[src/rtl/sram_ctrl_pkg.sv]
// Shared definitions for the SRAM responder and the load/store unit.
//   state_e      : controller state encoding
//   ZERO_WORD    : all-zero data word
//   SEL_*        : byte-lane selects in big-endian lane order
//                  (lane 0 is [31:24], lane 3 is [7:0])
//   max_wait()   : larger of two wait-state counts, sizes the wait counter
package sram_ctrl_pkg;

   typedef enum logic [2:0] {
      ST_IDLE    = 3'd0,
      ST_RD      = 3'd1,
      ST_W_SETUP = 3'd2,
      ST_W_PULSE = 3'd3,
      ST_W_HOLD  = 3'd4,
      ST_DONE    = 3'd5
   } state_e;

   localparam logic [31:0] ZERO_WORD = 32'h0000_0000;

   localparam logic [3:0] SEL_B0 = 4'b1000;
   localparam logic [3:0] SEL_B1 = 4'b0100;
   localparam logic [3:0] SEL_B2 = 4'b0010;
   localparam logic [3:0] SEL_B3 = 4'b0001;
   localparam logic [3:0] SEL_H0 = 4'b1100;
   localparam logic [3:0] SEL_H1 = 4'b0011;
   localparam logic [3:0] SEL_W  = 4'b1111;

   function automatic int max_wait(input int a, input int b);
      return (a > b) ? a : b;
   endfunction

endpackage

[src/rtl/sram_ctrl_wait_counter.sv]
// Loadable down-counter with a zero flag, used to time strobe widths.
//   clk, rst_n : clock, asynchronous active-low reset
//   load       : load load_val (has priority over dec)
//   load_val   : value loaded; a count of N-1 gives an N-cycle wait
//   dec        : decrement, saturating at zero
//   zero       : count is zero
module wait_counter #(
   parameter int W = 2
) (
   input  logic         clk,
   input  logic         rst_n,
   input  logic         load,
   input  logic [W-1:0] load_val,
   input  logic         dec,
   output logic         zero
);

   logic [W-1:0] cnt;

   always_ff @(posedge clk or negedge rst_n) begin
      if (!rst_n) begin
         cnt <= '0;
      end else if (load) begin
         cnt <= load_val;
      end else if (dec && (cnt != '0)) begin
         cnt <= cnt - 1'b1;
      end
   end

   assign zero = (cnt == '0);

endmodule

[src/rtl/sram_ctrl.sv]
// Responder for the word-wide SRAM request bus; drives one asynchronous
// SRAM chip with registered active-low strobes and programmable waits.
//   Request side : sram_ce, sram_we, sram_addr_i, sram_sel_i, sram_data_i in;
//                  sram_data_o (registered read word), done, busy out
//   Chip side    : ram_addr, ram_be_n, ram_ce_n, ram_oe_n, ram_we_n,
//                  ram_data_o, ram_data_oe out; ram_data_i in
//
// state      | meaning
// -----------+-----------------------------------------------------------
// ST_IDLE    | waiting for sram_ce; latches the request on accept
// ST_RD      | ce/oe low for READ_WAIT cycles, data sampled on last edge
// ST_W_SETUP | ce/be low and bus driven, we high (address/data setup)
// ST_W_PULSE | we low for WRITE_WAIT cycles
// ST_W_HOLD  | we high again, bus still driven (data hold)
// ST_DONE    | done pulse, strobes released, back to idle
module sram_ctrl
   import sram_ctrl_pkg::*;
#(
   parameter int PADDR_W    = 20,
   parameter int READ_WAIT  = 2,
   parameter int WRITE_WAIT = 2
) (
   input  logic               clk,
   input  logic               rst_n,
   input  logic               sram_ce,
   input  logic               sram_we,
   input  logic [31:0]        sram_addr_i,
   input  logic [3:0]         sram_sel_i,
   input  logic [31:0]        sram_data_i,
   output logic [31:0]        sram_data_o,
   output logic               done,
   output logic               busy,
   output logic [PADDR_W-1:0] ram_addr,
   output logic [3:0]         ram_be_n,
   output logic               ram_ce_n,
   output logic               ram_oe_n,
   output logic               ram_we_n,
   output logic [31:0]        ram_data_o,
   output logic               ram_data_oe,
   input  logic [31:0]        ram_data_i
);

   localparam int MAX_WAIT = max_wait(READ_WAIT, WRITE_WAIT);
   localparam int CNT_W    = $clog2(MAX_WAIT) + 1;
   localparam logic [CNT_W-1:0] RD_LOAD = CNT_W'(READ_WAIT - 1);
   localparam logic [CNT_W-1:0] WR_LOAD = CNT_W'(WRITE_WAIT - 1);

   state_e           state;
   state_e           state_nxt;
   logic [3:0]       sel_q;
   logic [3:0]       sel_cur;
   logic             accept;
   logic             capture;
   logic             cnt_load;
   logic             cnt_dec;
   logic             cnt_zero;
   logic [CNT_W-1:0] cnt_val;

   logic             ce_n_nxt;
   logic             oe_n_nxt;
   logic             we_n_nxt;
   logic [3:0]       be_n_nxt;
   logic             data_oe_nxt;

   // Byte offset and address bits above the chip's range are not used.
   logic unused_addr_bits;
   assign unused_addr_bits = ^{sram_addr_i[31:PADDR_W+2], sram_addr_i[1:0]};

   wait_counter #(.W(CNT_W)) u_wait (
      .clk      (clk),
      .rst_n    (rst_n),
      .load     (cnt_load),
      .load_val (cnt_val),
      .dec      (cnt_dec),
      .zero     (cnt_zero)
   );

   always_ff @(posedge clk or negedge rst_n) begin
      if (!rst_n) begin
         state <= ST_IDLE;
      end else begin
         state <= state_nxt;
      end
   end

   always_comb begin
      state_nxt = state;
      accept    = 1'b0;
      capture   = 1'b0;
      cnt_load  = 1'b0;
      cnt_dec   = 1'b0;
      cnt_val   = '0;
      case (state)
         ST_IDLE: begin
            if (sram_ce) begin
               accept = 1'b1;
               if (!sram_we) begin
                  state_nxt = ST_RD;
                  cnt_load  = 1'b1;
                  cnt_val   = RD_LOAD;
               end else if (sram_sel_i != 4'b0000) begin
                  state_nxt = ST_W_SETUP;
               end else begin
                  state_nxt = ST_DONE;
               end
            end
         end
         ST_RD: begin
            if (cnt_zero) begin
               state_nxt = ST_DONE;
               capture   = 1'b1;
            end else begin
               cnt_dec = 1'b1;
            end
         end
         ST_W_SETUP: begin
            state_nxt = ST_W_PULSE;
            cnt_load  = 1'b1;
            cnt_val   = WR_LOAD;
         end
         ST_W_PULSE: begin
            if (cnt_zero) begin
               state_nxt = ST_W_HOLD;
            end else begin
               cnt_dec = 1'b1;
            end
         end
         ST_W_HOLD: state_nxt = ST_DONE;
         ST_DONE:   state_nxt = ST_IDLE;
         default:   state_nxt = ST_IDLE;
      endcase
   end

   // Strobes are decoded from the next state and registered, so the pins
   // change only on clock edges and never glitch.
   always_comb begin
      sel_cur     = (state == ST_IDLE) ? sram_sel_i : sel_q;
      ce_n_nxt    = 1'b1;
      oe_n_nxt    = 1'b1;
      we_n_nxt    = 1'b1;
      be_n_nxt    = 4'b1111;
      data_oe_nxt = 1'b0;
      case (state_nxt)
         ST_RD: begin
            ce_n_nxt = 1'b0;
            oe_n_nxt = 1'b0;
            be_n_nxt = 4'b0000;
         end
         ST_W_SETUP, ST_W_HOLD: begin
            ce_n_nxt    = 1'b0;
            be_n_nxt    = ~sel_cur;
            data_oe_nxt = 1'b1;
         end
         ST_W_PULSE: begin
            ce_n_nxt    = 1'b0;
            we_n_nxt    = 1'b0;
            be_n_nxt    = ~sel_cur;
            data_oe_nxt = 1'b1;
         end
         default: ;
      endcase
   end

   always_ff @(posedge clk or negedge rst_n) begin
      if (!rst_n) begin
         sel_q       <= 4'b0000;
         ram_addr    <= '0;
         ram_data_o  <= ZERO_WORD;
         sram_data_o <= ZERO_WORD;
         ram_ce_n    <= 1'b1;
         ram_oe_n    <= 1'b1;
         ram_we_n    <= 1'b1;
         ram_be_n    <= 4'b1111;
         ram_data_oe <= 1'b0;
      end else begin
         if (accept) begin
            sel_q      <= sram_sel_i;
            ram_addr   <= sram_addr_i[PADDR_W+1:2];
            ram_data_o <= sram_data_i;
         end
         if (capture) begin
            sram_data_o <= ram_data_i;
         end
         ram_ce_n    <= ce_n_nxt;
         ram_oe_n    <= oe_n_nxt;
         ram_we_n    <= we_n_nxt;
         ram_be_n    <= be_n_nxt;
         ram_data_oe <= data_oe_nxt;
      end
   end

   assign done = (state == ST_DONE);
   assign busy = (state != ST_IDLE);

endmodule

[config.mk]
export PLATFORM = sky130hd
export DESIGN_NAME = sram_ctrl
export DESIGN_NICKNAME = d
export VERILOG_FILES = /design/src/rtl/sram_ctrl_pkg.sv /design/src/rtl/sram_ctrl_wait_counter.sv /design/src/rtl/sram_ctrl.sv
export SDC_FILE = /design/constraint.sdc
export NUM_CORES = 1
export LEC_CHECK = 0
export CAP_MARGIN = 30
export CORE_UTILIZATION = 25
export DETAILED_ROUTE_END_ITERATION = 6
export SYNTH_ARGS = -nofsm -noshare
export SYNTH_HDL_FRONTEND = slang
export SYNTH_SLANG_ARGS = --single-unit
[constraint.sdc]
create_clock -name clk -period 5.3 [get_ports clk]
set_input_delay 0.795 -clock clk [delete_from_list [all_inputs] [get_ports clk]]
set_output_delay 0.795 -clock clk [all_outputs]
set_load 0.01 [all_outputs]
==> results of run 1 <==
worst max-delay path, cell delays in order, from the launching register on:
cell and delay (ns):
sky130_fd_sc_hd__dfrtp_1 0.54, sky130_fd_sc_hd__nor3_1 0.59, sky130_fd_sc_hd__inv_1 0.15, sky130_fd_sc_hd__clkdlybuf4s50_1 0.52
synthesized netlist by cell type, types with 3 or more instances:
library cell               n
sky130_fd_sc_hd__dfrtp_1  94
sky130_fd_sc_hd__nand3_1   3
sky130_fd_sc_hd__nor3_1    3
sky130_fd_sc_hd__nand2_1   5
sky130_fd_sc_hd__inv_1     6
sky130_fd_sc_hd__mux2i_1   4
sky130_fd_sc_hd__buf_2     7
sky130_fd_sc_hd__dfstp_2   7
sky130_fd_sc_hd__a21oi_1   3
sky130_fd_sc_hd__mux2_2   90
state kept, by name (all words and copies together) (netlist names):
name	cells
ram_data_o	32
sram_data_o	32
ram_addr	20
ram_be_n	4
sel_q	4
state	3
u_wait.cnt	2
ram_ce_n	1
ram_data_oe	1
ram_oe_n	1
ram_we_n	1
per-stage QoR:
step / worst slack (ns) / cells
6_report: 2.37 / 649
5_1_grt: 2.24 / 649
4_1_cts: 2.32 / 649
3_5_place_dp: 2.29 / 633
3_3_place_gp: 2.39 / 633
2_1_floorplan: 3.35 / 247
power by group through the flow:
| stage | Combinational (W) | Sequential, W | Clock [W] |
|---|---|---|---|
| finish | 0.00171 | 0.00138 | 0.000716 |
| global route | 0.00184 | 0.00145 | 0.000779 |
| CTS | 0.00174 | 0.00139 | 0.000746 |
| detailed placement | 0.00174 | 0.00140 | 0 |
| global placement | 0.00172 | 0.00138 | 0 |
| floorplan | 0.000666 | 0.00154 | 0 |
kinds of logic (layout without fill, tap and decap cells):
logic type               count (synthesis)  after routing  share of synthesized area
flip-flops                             101            101                      0.641
multiplexers                            96             96                      0.272
AND/OR/NAND/NOR                         20             20                     0.0335
buffers and inverters                   19            210                     0.0310
AO/OA/AOI/OAI                           10             10                     0.0193
adder cells (fa/ha/maj)                  1              1                    0.00316
worst max-delay path by stage:
| stage | endpoint | slack (ns) |
|---|---|---|
| floorplan | busy | 3.35 |
| global placement | ram_be_n[1]$_DFF_PN1_ | 2.39 |
| detailed placement | ram_be_n[0]$_DFF_PN1_ | 2.29 |
| CTS | busy | 2.32 |
| global route | busy | 2.24 |
| finish | busy | 2.37 |
area by class of cell:
class,count,share of cell area
Clock buffer,12,0.0406
Clock inverter,4,0.0111
Inverter,6,0.00356
Multi-Input combinational cell,127,0.206
Sequential cell,101,0.401
Tap cell,211,0.0417
Timing Repair Buffer,188,0.296
routing by layer:
metal	track usage	up-vias	wire, um
met5	0	-	0
met4	0.0581	0	227
met3	0.0367	16	515
met2	0.198	88	4680
met1	0.135	1350	3710
li1	-	1238	-
cells in the final DEF, fill, tap and decap left out, types with 3 or more instances in the layout:
| cell type | instances |
|---|---|
| sky130_fd_sc_hd__mux2_2 | 90 |
| sky130_fd_sc_hd__buf_4 | 4 |
| sky130_fd_sc_hd__nor3_1 | 3 |
| sky130_fd_sc_hd__nand2_1 | 5 |
| sky130_fd_sc_hd__dfstp_2 | 7 |
| sky130_fd_sc_hd__nand3_1 | 3 |
| sky130_fd_sc_hd__mux2i_1 | 4 |
| sky130_fd_sc_hd__dfrtp_1 | 94 |
| sky130_fd_sc_hd__clkbuf_16 | 9 |
| sky130_fd_sc_hd__clkdlybuf4s50_1 | 184 |
| sky130_fd_sc_hd__a21oi_1 | 3 |
| sky130_fd_sc_hd__inv_1 | 6 |
==> results by stage, run 1 <==
Status:
- The flow ran to the end, and the final reports show no timing, DRC or antenna violations.

Floorplan:
- The die width is 128 um.
- Pin placement for this block handled 198 I/O pins.
- Row generation in the floorplan step produced 45 rows.
- The die outline area is 16300 sq um.
- Measured along the y axis, the die boundary spans 128 um.
- The initial utilization of the core area, before any placement, comes to 0.258.
- The area of the core region is 15300 sq um.

Setup path:
- The worst register-to-register path has a depth of 4.
- The arrival time at the worst endpoint is 2.14 ns.
- Of all nets on the critical path, the largest fanout is 11.
- STA classifies the critical path startpoint as a flip-flop.
- The startpoint identified for the worst register-to-register timing path is state[2]$_DFF_PN0_.
- The critical path endpoint category is an output port.
- Tracing the worst setup path back leads to its startpoint at state[2]$_DFF_PN0_.
- The worst register-to-register path has a setup slack of 3.00 ns.
- STA puts the critical path data required time at 4.51 ns.
- By startpoint and endpoint, the worst setup path is classified as flip-flop to output port.
- The worst register-to-register path ends at ram_be_n[0]$_DFF_PN1_.

Drt:
- The final routed wire length divided by cell count is 14.1 um.
- The remaining design rule violation count is 0.
- Across all layers, the routed design uses 2692 vias.
- Summed over all layers, the routed wires come to 9140 um.
- The detail route stage leaves a number of antenna-violating nets equal to 0.
- Before antenna repair, the detailed router went through 4 iterations.
- The detail-routed via count per cell is 4.15.
- The number of violations reported at the end of detailed-routing iteration 0 is 141.

Placement:
- Detailed placement finished with a half-perimeter wire length of 6630 um.
- During placement, the flow inserted port buffers numbering 185.
- Routability-driven placement finished with a final weighted congestion of 0.722.
- After detailed placement, the total cell area comes to 6000 sq um.

Final layout:
- The area of the multi-input gates is 1300 sq um.
- The area of all placed cells without fillers is 6320 sq um.
- The share of post-route cells with drive strength above 1 is 0.279.
- The number of antenna diodes in the final layout is 0.
- The utilization of the core after routing is 0.413.
- After the last flow step, the layout net total stands at 538.
- The area growth from synthesis to layout is 59.9%.
- The sequential cells in the finished layout cover a total of 2540 sq um.
- Fill cells in the final layout number 1454.

Flow run:
- Across the run, the number of max-cap violations was 0.

STA:
- The final period demand of the worst path is 2.93 ns.
- The maximum frequency from static timing analysis is 0.341 GHz.
- The relative max-transition margin is 0.501.
- The clock tree skew after final layout is 0.00681 ns.
- Setup repair after global routing left no endpoint under its margin.
- The worst-margin pin slew is 0.749 ns.
- The number of pins with negative max-slew slack in the final report was 0.
- For the final routed database, the setup TNS stands at 0 ns.
- The final count of hold timing violations came to 0.
- Dividing the final minimum period by the clock period gives 0.553.
- Final hold analysis gives a worst-case slack of 0.457 ns.
- Setup violations remaining at the end of the flow were counted as 0.

Power:
- The analysis attributes to net switching a power of 0.00110 W.
- Of the total power, registers draw 0.363.
- For this design the static power due to leakage is 2.54 nW.
- The share of power burned in the clock network is 0.188.
- The power density normalized to cell area is 602 nW/um^2.
- The share of total power dissipated in combinational logic is 0.449.
- Across the VDD grid, the largest voltage drop is 0.000187 V.
- The cell-internal power is 0.00271 W.
- Summing internal, switching and leakage power gives 0.00381 W.
- Of the total power, the share spent switching nets is 0.289.

Synth:
- For this run, asynchronously set or reset flops after synthesis account for 1.00.
- The count of distinct cell types in the synthesized netlist is 29.
- The synthesized net count is 352.
- The share of synthesized area in the top cell type comes to 0.595.
- The most common flop cell mapped by yosys is sky130_fd_sc_hd__dfrtp_1.
- Yosys attributes the largest share of cell area to sky130_fd_sc_hd__dfrtp_1 (59%), sky130_fd_sc_hd__mux2_2 (26%), sky130_fd_sc_hd__dfstp_2 (4.6%).
- The number of enable flip-flop cells after synthesis is 0.
- Of the synthesized area, sequential elements account for 0.641.
- Yosys printed 0 warnings.
- The synthesized area divided by synthesized cell count is 16.0 sq um.
- The netlist area before placement is 3960 sq um.
- Synthesis produced 247 cells.
- The register bit total from synthesis is 101.
- The synthesized design spends more area on one cell type than any other, namely sky130_fd_sc_hd__dfrtp_1.

CTS:
- The number of gates resized after CTS is 0.
- After clock tree synthesis, the clock-pin slew on the worst setup and hold paths is 0.07 ns.
- The worst-skew pair later-pin latency is 0.34 ns.
- The H-tree generated during clock tree synthesis spans 3 levels.
- The clock tree from TritonCTS is yes.
- Buffers inserted during clock tree synthesis total 9.
- The number of buffers on the longest clock path is 2.
- Once the clock tree was built, the setup fixing pass inserted 0 buffers.
- The library cell used as clock root buffer is sky130_fd_sc_hd__clkbuf_16.
- The total clock sinks is 101.
- Buffers inserted to repair hold after CTS numbered 0.

Global routing:
- The first global-routing pass estimated 14800 um of wire.
- The via count of the first global-routing pass is 2897.
- The number of antenna violations at the first check in global routing is 0.
- The leftover overflow at the end of global routing is 0.
- For this run, the total global-route usage over all layers was measured as 0.118.
- The pin count of the biggest net entering global routing is 61.

Hold path:
- The path type of the worst min-delay path is input port to asynchronous set/reset pin.
Power figures use the tool's default switching activity.
==> inputs of run 2 (changes only) <==
==> constraint.sdc (replaced) <==
create_clock -name clk -period 2.9 [get_ports clk]
set_input_delay 0.435 -clock clk [delete_from_list [all_inputs] [get_ports clk]]
set_output_delay 0.435 -clock clk [all_outputs]
set_load 0.01 [all_outputs]
==> run 2 against run 1 <==
Against the previous run: non-clock buffer count is 3 higher; first-iteration DRC count is 2.1% higher; register-to-register slack worse by 2.1 ns; sequential share of layout area is 0.13 points lower; clock skew is 0.00075 ns higher; cell area is 0.32% higher; worst setup slack worse by 1.8 ns; clock-buffer cell count is 1 lower; critical path type unchanged.
==> results by stage, run 2 (synthesis gave the netlist of run 1 again) <==
Status:
- The run finished with clean final reports.

Setup path:
- The slowest stage of the critical path is the sky130_fd_sc_hd__dfrtp_1 cell.
- The startpoint identified for the worst register-to-register timing path is state[2]$_DFF_PN0_.
- The setup path with the least slack is of type flip-flop to output port.
- The kind of cell with the highest combined delay on the critical path is buffers and inverters.
- The worst setup path is launched from a flip-flop.
- The worst-case register-to-register setup slack came to 0.87 ns (-2.13 ns).
- The required time at the endpoint of the critical path came to 2.47 ns (-2.04 ns).
- The destination of the worst register-to-register timing path is ram_data_o[12]$_DFFE_PN0P_.
- The maximum net fanout on the critical path came to 11 (unchanged).
- The number of cell instances on the worst register-to-register path came to 3 (-1).
- The signal on the critical path passes through inv_1 -> nor3_1 -> clkdlybuf4s50_1.
- The arrival time at the worst endpoint is 1.91 ns (-0.23 ns).
- The critical path endpoint category is an output port.
- The largest incremental delay on the critical path was 0.63 ns (+0.04 ns).
- The count of buffering cells on the critical path with inverters included is 2 (unchanged).

STA:
- The final count of hold timing violations is 0 (unchanged).
- The worst path setup slack after routing is 0.557 ns (-1.81 ns).
- The number of pins with negative max-slew slack in the final report was 0 (unchanged).
- The part of the cycle the worst path needs is 0.808.
- The smallest clock period supported by the final layout is computed as 2.34 ns.
- Timing would allow up to 0.427 GHz.
- Setup repair after global routing left no endpoint under its margin.
- The count of final setup violators is 0 (unchanged).
- The relative max-transition margin is 0.577 (+0.0767).
- The clock tree skew after final layout is 0.00756 ns (+0.000752 ns).
- The final-layout setup total negative slack came to 0 ns (unchanged).
- The worst-margin pin slew is 0.634 ns (-0.115 ns).

Final layout:
- The top cell types in the final layout, fill and taps aside, are sky130_fd_sc_hd__clkdlybuf4s50_1 (184), sky130_fd_sc_hd__dfrtp_1 (94), sky130_fd_sc_hd__mux2_2 (90).
- The antenna diode count is 0 (unchanged).
- The number of nets in the layout was 541 (+0.56%).
- The most frequent standard cell in the layout excluding fill and tap cells is sky130_fd_sc_hd__clkdlybuf4s50_1.
- The share of post-route cells with drive strength above 1 is 0.286 (+0.00718).
- The number of inserted filler cells in the final layout is 1433 (-1.4%).
- The area of the multi-input gates is 1300 sq um (unchanged).
- The signed area change from the synthesized netlist to the final layout is 60.4%.
- The largest registers in the layout are ram_data_o: 32 flops, sram_data_o: 32 flops, ram_addr: 20 flops.
- The register cell area after layout is 2540 sq um (unchanged).

Floorplan:
- The y dimension of the die is 128 um (unchanged).
- The area of the core region is 15300 sq um (unchanged).
- The die width is 128 um (unchanged).
- The die outline area was 16300 sq um (unchanged).
- The site row count is 45 (unchanged).
- The effective utilization at floorplan is 0.258 (unchanged).
- The top-level port count is 198 (unchanged).

CTS:
- The maximum level of the CTS H-tree is 3 (unchanged).
- The hold buffer count at CTS is 0 (unchanged).
- The number of gates resized after CTS is 0 (unchanged).
- The library cell used as clock root buffer is sky130_fd_sc_hd__clkbuf_16.
- The number of buffers on the longest clock path came to 2 (unchanged).
- The total clock sinks is 101 (unchanged).
- The worst-skew pair later-pin latency is 0.34 ns (about the same).
- The clock tree from TritonCTS is yes.
- The total setup buffers inserted after CTS is 0 (unchanged).
- The clock buffer count from CTS is 9 (unchanged).
- The clock-pin transition on the worst setup and hold timing paths is 0.07 ns (about the same).

Global routing:
- The pin count of the biggest net entering global routing is 55 (-9.8%).
- The via count of the first global-routing pass is 2951 (+1.9%).
- The global routing usage summed across all routing layers is 0.119 (+0.00142).
- The number of antenna violations at the first check in global routing came to 0 (unchanged).
- The leftover overflow at the end of global routing was 0 (unchanged).
- The wire length of the first global-routing pass is 14900 um (+0.32%).

Drt:
- The iteration count of the initial detailed-routing pass is 4 (unchanged).
- The remaining antenna violation count is 0 (unchanged).
- The via count was 2698 (+0.22%).
- The total routed wirelength is 9150 um (+0.13%).
- The final routed wire length divided by cell count is 14.0 um (-0.33%).
- The detail-routed via count per cell came to 4.14 (-0.24%).
- The remaining design rule violation count came to 0 (unchanged).
- The number of violations reported at the end of detailed-routing iteration 0 was 144 (+2.1%).

Hold path:
- The tightest min-delay check is of the input port to asynchronous set/reset pin type.

Power:
- The power density normalized to cell area was 1090 nW/um^2 (+81%).
- The maximum ir drop on the vdd rail is 0.000325 V (+74%).
- The leakage dissipation came to 2.55 nW (+0.22%).

Placement:
- The minimum setup slack after placement was 0.571 ns (-1.72 ns).
- The final weighted congestion in routability-driven placement came to 0.711 (-1.5%).
- The half-perimeter wire length after placement came to 6780 um (+2.2%).
- The count of buffers inserted at the top-level ports is 185 (unchanged).

Flow run:
- The number of max-cap violations is 0 (unchanged).
run 2: cell types whose count changed in the layout (fill, tap and decap cells not counted), sizes merged:
cell | previous run | this run
clkbuf | 12 | 11
bufinv | 2 | 1
clkinvlp | 0 | 2
buf | 4 | 7
run 2: final cells by class:
| type | count | share of cell area |
|---|---|---|
| sequential | 101 | 0.400 |
| timing repair buffer | 191 | 0.301 |
| multi-input combinational | 127 | 0.205 |
| tap | 211 | 0.0416 |
| clock buffer | 11 | 0.0398 |
| clock inverter | 5 | 0.00927 |
| inverter | 6 | 0.00355 |
run 2: through the flow:
step | total power (W) | cell area, sq um | hold slack, ns | instances | util
final | 0.00692 | 6340 | 0.100 | 652 | 0.414
after global routing | 0.00736 | 6340 | 0.145 | 652 | 0.414
after CTS | 0.00704 | 6340 | 0.122 | 652 | 0.414
after detailed placement | 0.00577 | 6030 | 0.479 | 636 | 0.394
after global placement | 0.00568 | 6030 | 0.473 | 636 | 0.394
after floorplan | 0.00404 | 3960 | 0.139 | 247 | -
run 2: layer usage:
layer | vias to the layer above | GRT usage | wire [um]
li1 | 1248 | - | -
met1 | 1351 | 0.137 | 3720
met2 | 84 | 0.205 | 4750
met3 | 15 | 0.0259 | 447
met4 | 0 | 0.0671 | 233
met5 | - | 0 | 0
run 2: where the power goes:
group          internal, W  switching, W  total, W
registers          0.00216      0.000371   0.00253
clock network     0.000716      0.000519   0.00124
logic              0.00201       0.00115   0.00316
run 2: worst register-to-register path, delay by kind of cell (launching register included):
family | cells | cell delay, ns
DFF | 1 | 0.54
buffers and inverters | 1 | 0.51
and+or+nand+nor | 1 | 0.43
muxes | 1 | 0.43
run 2: worst max-delay path by stage:
stage	from	end	slack [ns]	depth (start not counted)
finish	state[2]$_DFF_PN0_	done	0.56	3
global route	state[2]$_DFF_PN0_	done	0.41	3
CTS	state[2]$_DFF_PN0_	done	0.53	3
detailed placement	sram_ce	ram_data_o[12]$_DFFE_PN0P_	0.57	4
global placement	sram_ce	ram_data_o[10]$_DFFE_PN0P_	0.64	4
floorplan	u_wait.cnt[0]$_DFFE_PN0P_	sram_data_o[10]$_DFFE_PN0P_	1.19	6
